`src/rtl/fp_sub_pipe.sv`:
```
// Pipelined bfloat16 subtractor: diff = opA - opB, truncating, no NaN/denormal handling.
// Operand capture, align, mantissa and normalize/pack ranks share one stall enable.
module fp_sub_pipe #(
  parameter int unsigned EXP_W = 8,
  parameter int unsigned MAN_W = 7
) (
  input  logic                 clock,
  input  logic                 reset_n,
  input  logic                 in_valid,
  output logic                 in_ready,
  input  logic [EXP_W+MAN_W:0] opA,
  input  logic [EXP_W+MAN_W:0] opB,
  output logic                 out_valid,
  input  logic                 out_ready,
  output logic [EXP_W+MAN_W:0] diff,
  output logic                 underflow,
  output logic                 overflow,
  output logic                 inexact,
  output logic                 cout
);

  localparam int unsigned W    = 1 + EXP_W + MAN_W;
  localparam int unsigned M    = MAN_W + 1;
  localparam int unsigned LZ_W = $clog2(M);
  localparam int unsigned EE_W = EXP_W + 2;

  logic adv;

  // capture rank
  logic         v0_q, v0_d;
  logic [W-1:0] a0_q, a0_d, b0_q, b0_d;

  // align rank
  logic             v1_q, v1_d, sign1_q, sign1_d, sub1_q, sub1_d;
  logic             stk1_q, stk1_d, canc1_q, canc1_d;
  logic [EXP_W-1:0] e1_q, e1_d;
  logic [M-1:0]     big1_q, big1_d, sml1_q, sml1_d;

  // mantissa rank
  logic             v2_q, v2_d, sign2_q, sign2_d, sub2_q, sub2_d;
  logic             stk2_q, stk2_d, canc2_q, canc2_d, c2_q, c2_d;
  logic [EXP_W-1:0] e2_q, e2_d;
  logic [M-1:0]     m2_q, m2_d;

  // output rank
  logic         out_valid_q, out_valid_d;
  logic [W-1:0] diff_q, diff_d;
  logic         uf_q, uf_d, of_q, of_d, inx_q, inx_d, cout_q, cout_d;

  // align intermediates
  logic             sa, sb, a_big;
  logic [EXP_W-1:0] ea, eb, ediff;
  logic [M-1:0]     ma, mb, small_m, lost_mask;

  // mantissa / normalize intermediates
  logic [M:0]       sum2;
  logic [LZ_W-1:0]  lz;
  logic [EE_W-1:0]  e_n;
  logic [MAN_W-1:0] mant;
  logic             stk_norm;

  assign adv       = !out_valid_q | out_ready;
  assign in_ready  = adv;
  assign out_valid = out_valid_q;
  assign diff      = diff_q;
  assign underflow = uf_q;
  assign overflow  = of_q;
  assign inexact   = inx_q;
  assign cout      = cout_q;

  always_comb begin
    v0_d = v0_q;
    a0_d = a0_q;
    b0_d = b0_q;
    if (adv) begin
      v0_d = in_valid;
      a0_d = opA;
      b0_d = opB;
    end
  end

  // Subtrahend sign is flipped up front so the rest is a signed-magnitude add.
  always_comb begin
    sa        = a0_q[W-1];
    sb        = ~b0_q[W-1];
    ea        = a0_q[W-2:MAN_W];
    eb        = b0_q[W-2:MAN_W];
    ma        = {1'b1, a0_q[MAN_W-1:0]};
    mb        = {1'b1, b0_q[MAN_W-1:0]};
    a_big     = (ea > eb) || ((ea == eb) && (ma >= mb));
    ediff     = a_big ? (ea - eb) : (eb - ea);
    small_m   = a_big ? mb : ma;
    lost_mask = ~({M{1'b1}} << ediff);

    v1_d    = v1_q;
    sign1_d = sign1_q;
    sub1_d  = sub1_q;
    stk1_d  = stk1_q;
    canc1_d = canc1_q;
    e1_d    = e1_q;
    big1_d  = big1_q;
    sml1_d  = sml1_q;
    if (adv) begin
      v1_d    = v0_q;
      sign1_d = a_big ? sa : sb;
      sub1_d  = sa ^ sb;
      stk1_d  = |(small_m & lost_mask);
      canc1_d = (a0_q[W-2:0] == b0_q[W-2:0]) & (sa ^ sb);
      e1_d    = a_big ? ea : eb;
      big1_d  = a_big ? ma : mb;
      sml1_d  = small_m >> ediff;
    end
  end

  always_comb begin
    sum2 = sub1_q ? {1'b0, big1_q - sml1_q}
                  : ({1'b0, big1_q} + {1'b0, sml1_q});

    v2_d    = v2_q;
    sign2_d = sign2_q;
    sub2_d  = sub2_q;
    stk2_d  = stk2_q;
    canc2_d = canc2_q;
    c2_d    = c2_q;
    e2_d    = e2_q;
    m2_d    = m2_q;
    if (adv) begin
      v2_d    = v1_q;
      sign2_d = sign1_q;
      sub2_d  = sub1_q;
      stk2_d  = stk1_q;
      canc2_d = canc1_q;
      c2_d    = sum2[M];
      e2_d    = e1_q;
      m2_d    = sum2[M-1:0];
    end
  end

  // Exponent is carried two bits wider so a borrow below zero shows in the top bit.
  always_comb begin
    lz = LZ_W'(M - 1);
    for (int unsigned i = 0; i < M; i++) begin
      if (m2_q[i]) lz = LZ_W'(M - 1 - i);
    end

    stk_norm = 1'b0;
    if (sub2_q) begin
      e_n  = {2'b00, e2_q} - {{(EE_W-LZ_W){1'b0}}, lz};
      mant = MAN_W'(m2_q << lz);
    end else if (c2_q) begin
      e_n      = {2'b00, e2_q} + EE_W'(1);
      mant     = m2_q[M-1:1];
      stk_norm = m2_q[0];
    end else begin
      e_n  = {2'b00, e2_q};
      mant = m2_q[MAN_W-1:0];
    end

    out_valid_d = out_valid_q;
    diff_d      = diff_q;
    uf_d        = uf_q;
    of_d        = of_q;
    inx_d       = inx_q;
    cout_d      = cout_q;
    if (adv) begin
      out_valid_d = v2_q;
      if (v2_q) begin
        uf_d   = 1'b0;
        of_d   = 1'b0;
        inx_d  = stk2_q | stk_norm;
        cout_d = c2_q & ~sub2_q;
        if (canc2_q) begin
          diff_d = '0;
          inx_d  = 1'b0;
          cout_d = 1'b0;
        end else if (e_n[EE_W-1] || (e_n == '0)) begin
          diff_d = '0;
          uf_d   = 1'b1;
        end else if (e_n[EE_W-2:0] >= {1'b0, {EXP_W{1'b1}}}) begin
          diff_d = {sign2_q, {EXP_W{1'b1}}, {MAN_W{1'b0}}};
          of_d   = 1'b1;
        end else begin
          diff_d = {sign2_q, e_n[EXP_W-1:0], mant};
        end
      end
    end
  end

  always_ff @(posedge clock or negedge reset_n) begin
    if (!reset_n) begin
      v0_q        <= 1'b0;
      a0_q        <= '0;
      b0_q        <= '0;
      v1_q        <= 1'b0;
      sign1_q     <= 1'b0;
      sub1_q      <= 1'b0;
      stk1_q      <= 1'b0;
      canc1_q     <= 1'b0;
      e1_q        <= '0;
      big1_q      <= '0;
      sml1_q      <= '0;
      v2_q        <= 1'b0;
      sign2_q     <= 1'b0;
      sub2_q      <= 1'b0;
      stk2_q      <= 1'b0;
      canc2_q     <= 1'b0;
      c2_q        <= 1'b0;
      e2_q        <= '0;
      m2_q        <= '0;
      out_valid_q <= 1'b0;
      diff_q      <= '0;
      uf_q        <= 1'b0;
      of_q        <= 1'b0;
      inx_q       <= 1'b0;
      cout_q      <= 1'b0;
    end else begin
      v0_q        <= v0_d;
      a0_q        <= a0_d;
      b0_q        <= b0_d;
      v1_q        <= v1_d;
      sign1_q     <= sign1_d;
      sub1_q      <= sub1_d;
      stk1_q      <= stk1_d;
      canc1_q     <= canc1_d;
      e1_q        <= e1_d;
      big1_q      <= big1_d;
      sml1_q      <= sml1_d;
      v2_q        <= v2_d;
      sign2_q     <= sign2_d;
      sub2_q      <= sub2_d;
      stk2_q      <= stk2_d;
      canc2_q     <= canc2_d;
      c2_q        <= c2_d;
      e2_q        <= e2_d;
      m2_q        <= m2_d;
      out_valid_q <= out_valid_d;
      diff_q      <= diff_d;
      uf_q        <= uf_d;
      of_q        <= of_d;
      inx_q       <= inx_d;
      cout_q      <= cout_d;
    end
  end

endmodule

```
`config.mk`:
```
export PLATFORM = sky130hd
export DESIGN_NAME = fp_sub_pipe
export DESIGN_NICKNAME = d
export VERILOG_FILES = /design/src/rtl/fp_sub_pipe.sv
export SDC_FILE = /design/constraint.sdc
export NUM_CORES = 1
export LEC_CHECK = 0
export ABC_AREA = 1
export CAP_MARGIN = 15
export CORE_MARGIN = 8
export CORE_UTILIZATION = 64
export DETAILED_ROUTE_END_ITERATION = 6
export HOLD_SLACK_MARGIN = 0.02
export PLACE_DENSITY = 0.87
export SLEW_MARGIN = 30
export SYNTH_ARGS = -nofsm -noshare
export SYNTH_HDL_FRONTEND = slang
export SYNTH_SLANG_ARGS = --single-unit
```
`constraint.sdc`:
```
create_clock -name clock -period 8.9 [get_ports clock]
set_input_delay 1.78 -clock clock [delete_from_list [all_inputs] [get_ports clock]]
set_output_delay 1.78 -clock clock [all_outputs]
set_load 0.05 [all_outputs]
```
Word-level counts from Yosys, hierarchy flattened
Index checks and enable logic that the tools add are counted.
W data, S select, Z words.
- bits in registers: 105
- input port bits: 36
- $add $sub $neg: 6
- magnitude comparators: 3
- equality and inequality tests: 2
- shift-type cells: 3
- mux-type cells: 29
- bitwise operators: 9
- reductions and logical operators: 7
- operator list (kind ; count):
    $mux W16 ; 2
    $mux W7 ; 4
    $sub A8 B8 Y8 ; 3
    $mux W3 ; 6
    $mux W9 ; 2
    $mux W8 ; 2
    $eq A15 B15 Y1 ; 1
    $mux W15 ; 1
    $mux W1 ; 11
    $logic_not A10 Y1 ; 1
    $mux W10 ; 1
    $add A8 B1 Y9 const B ; 1
    $add A8 B8 Y9 ; 1
    $ge A9 B8 Y1 const B ; 1
    $sub A8 B3 Y9 ; 1
    $and A8 B8 Y8 ; 1
    $eq A8 B8 Y1 ; 1
    $ge A8 B8 Y1 ; 1
    $gt A8 B8 Y1 ; 1
    $not A8 Y8 ; 1
    $reduce_or A8 Y1 ; 1
    $shl A8 B3 Y7 ; 1
    $shl A8 B8 Y8 const A ; 1
    $shr A8 B8 Y8 ; 1
    8 further kinds ; 12

Depth between registers and ports, before layout
- depth in word-level cells: 13
- depth in mapped cells: 23
- depth with buffers taken out: 21

Worst setup path after synthesis
Ideal clock, no wire load.
- path kind: input port to output port
- from: input out_ready
- to: output in_ready
- arrival: 2.836 ns
- data required time: 7.120 ns
- path slack: 4.284 ns
- stages on the path: 4
- buffers on the path: 2
- cells stage by stage: nor2_1 inv_1 clkbuf_1 clkbuf_1
- cells in the longest elaborated chain, start to end: 1
- RTL lines (element ; RTL line ; source):
    start: declaration ; 14 ; input logic out_ready,
    $or A1 B1 Y1 ; 62 ; assign adv = !out_valid_q | out_ready;
    end: declaration ; 10 ; output logic in_ready,
Every way passes these cells.

Final worst setup path
Same ends and word-level chain as after synthesis.

==> impl_metrics.csv <==
group,metric,value,unit
critical_path,worst-r2r-cell-count,18,
critical_path,crit_slowest_cell,"clkdlybuf4s50_1",
sta,fin_setup_tns,0,ps
critical_path,cp_cell_sequence,"clkdlybuf4s50_1 -> nor2_2 -> buf_4 -> clkinv_2 -> clkdlybuf4s50_1",
worst_hold_path,holdPathStages,2,
clock_tree,post_cts_buffers,0,
floorplanning,dieArea,14300,µm²
sta,rsz0062_at_grt,"no",
critical_path,crit_required,7120,ps
global_route,grt_overflow,0,
route,vias,6279,
critical_path,end_kind,"output port",
synthesis,synthFlopType,"dfrtp_1",
sta,finalClockSkew,12.5,ps
sta,tightestPinTransition,898,ps
critical_path,start_kind,"primary input",
outcome,status,"finished, final reports clean",
sta,hold_viol,0,
clock_tree,hold_buffers,0,
clock_tree,clockBufferDepth,2,
worst_hold_path,hp-start,"v2_q",
placement,hpwl,11.6,mm
route,met3_wirelength,868,µm
layout,layout-drive-gt1-share,0.0383,
synthesis,synth_area_leaders,"dfrtp_1 38%, nand2_1 16%, ha_1 7.7%",
synthesis,ys_seq_area_frac,0.384,
sta,maxSlewViolCount,0,
layout,final-instance-count-excl-fill,1129,
placement,placed_cells,1114,
sta,post-route-period-util,0.594,
floorplanning,initial_core_util,0.660,
critical_path,path_class,"in2out",
synthesis,ys_async_sr_fraction,1.00,
clock_tree,clk_pin_slew,90,ps
critical_path,reg2reg_from,"m2_q[7]",
synthesis,yosys_warnings,0,
clock_tree,cts_tree,"done",
route,routed_wl,15.5,mm
route,first_pass_iters,5,
route,routed.top_layer,"met4",
power,max-vdd-ir-drop,0.000341,V
critical_path,crit_buf_inv,4,
worst_hold_path,worst_hold_path.endpoint,"out_valid",
route,wire_per_inst,13.7,µm
global_route,grt_pass1_vias,5972,
route,drt_iter0_drc,444,
sta,finalWorstSetupSlack,3610,ps
synthesis,syn-num-nets,1036,
synthesis,syn_area_per_cell,7.18,µm²
clock_tree,root_buffer,"clkbuf_8",
clock_tree,cts_buffers,9,
critical_path,crit_fanout,32,
sta,relSlewSlack,0.398,
power,total_power,0.00292,W
worst_hold_path,hp-class,"reg2reg",
sta,fin_crit,5290,ps
placement,routabilityCongestion,0.941,
sta,fmax,0.189,GHz
floorplanning,num_rows,37,
global_route,grt.total_usage,0.228,
clock_tree,cts.sinks,105,
synthesis,yosysMostFrequentCell,"nand2_1",
route,wl_met2,7.35,mm
placement,io_buffers,57,
route,wl_met1,6.91,mm
clock_tree,cts.htree.levels,3,
flow_run,max_cap_viol_count,0,
layout,fin_nets,1072,
global_route,antenna_found_initial,0,
synthesis,synth.distinct_cells,46,
sta,setup_viol,0,
synthesis,yosys.area.top_type_share,0.384,
critical_path,r2r_end,"diff[15]",
synthesis,synthCells,953,
floorplanning,die_h,119,µm
critical_path,timing.critical_path.max_delay_family,"buffers and inverters",
critical_path,cp_common_cell,"clkdlybuf4s50_1",
power,power.density,381,nW/µm²
critical_path,reg2reg_setup_slack,5350,ps
power,p_leak,3.90,nW
critical_path,cp.arrival,3510,ps
route,avgViaCountPerCell,5.56,
clock_tree,ctsResizeCount,0,
synthesis,synth-seq-cells,105,
critical_path,max_stage_delay,720,ps
clock_tree,insertion_delay,380,ps
global_route,grt_first_pass_wirelength,27.3,mm
layout,n_antenna_cell,0,
global_route,grt_max_degree,130,
floorplanning,pin_count,58,
placement,pre_cts_ws,3630,ps
route,ant_nets,0,
floorplanning,core,10400,µm²
synthesis,synth_common_cells,"297 x nand2_1, 122 x inv_1, 105 x dfrtp_1",
layout,synthToLayoutAreaGrowth,12.0,%
synthesis,synth_edf_count,0,
synthesis,synth_area,6840,µm²
synthesis,yosys.area.top_type,"dfrtp_1",
route,drc_errors,0,
floorplanning,die_x,119,µm
sequential cells by signal, indices dropped and copies added (netlist names), 8 cells and up:
register,flops
big1_q,8
m2_q,8
a0_q,16
b0_q,16
diff,16
e1_q,8
sml1_q,8
e2_q,8
worst max-delay path by stage:
stage	startpoint	cells after the start	endpoint	slack, ps
5_1_grt	out_ready	5	in_ready	3510
3_3_place_gp	out_ready	5	in_ready	3650
2_1_floorplan	out_ready	4	in_ready	4280
3_5_place_dp	out_ready	5	in_ready	3630
6_report	out_ready	5	in_ready	3610
4_1_cts	out_ready	5	in_ready	3610
layout by cell type (no fill, tap or decap), types with 4 or more instances in the layout:
master           count
xor2_1              10
nor2_1              60
o21ai_0             98
a21oi_1             35
o211ai_1             8
fa_1                 5
nand2_1            297
a31oi_1             17
o22ai_1              4
nand3_1             51
ha_1                42
clkbuf_8             9
clkdlybuf4s50_1     56
nor2_2               7
buf_4                4
nor3_1               6
inv_1              121
nand4_1              9
dfrtp_1            105
worst reg2reg max path: stages (launching register included):
cell	delay, ps
dfrtp_1	460
nor2_1	220
inv_1	80
nor2_1	340
inv_1	190
fa_1	460
nand2_1	90
nand2_1	60
inv_1	70
nand2_1	70
o22ai_1	160
xor2_1	90
inv_1	100
nor2_1	50
nand3_1	80
nand2_1	110
nor2_1	540
inv_1	150
o21ai_0	180
power by group:
group	total [W]	leakage (nW)	internal (W)	switching (W)
combinational	0.00178	2.52	0.000591	0.00119
clock	0.000320	0.102	0.000157	0.000163
sequential	0.000826	1.28	0.000661	0.000166
total	0.00292	3.90	0.00141	0.00151
layer usage:
layer | global-route usage | vias to the layer above
met5 | 0 | -
met4 | 0.0945 | 0
met3 | 0.0331 | 27
met2 | 0.378 | 206
met1 | 0.294 | 2907
li1 | - | 3139
cells by family after synthesis:
group	after synthesis	share of synthesized area
AND/OR/NAND/NOR	444	0.268
multiplexers	1	0.00146
AO/OA/AOI/OAI	182	0.147
flip-flops	105	0.384
adder cells (fa/ha/maj)	47	0.0914
XOR/XNOR	12	0.0154
buffers and inverters	162	0.0929
metrics by stage:
stage,util,hold slack (ps),area [µm²]
floorplan,-,432,6840
global placement,0.719,454,7450
detailed placement,0.719,461,7460
CTS,0.739,485,7670
global route,0.739,510,7670
finish,0.739,478,7670
cell type report:
type,instances,area [µm²]
fill,849,2700
clock buffer,10,128
multi-input combinational,686,3580
timing repair buffer,61,602
clock inverter,5,81.3
tap,136,170
sequential,105,2630
inverter,126,477
No activity file was read; power rests on OpenSTA's default activity.
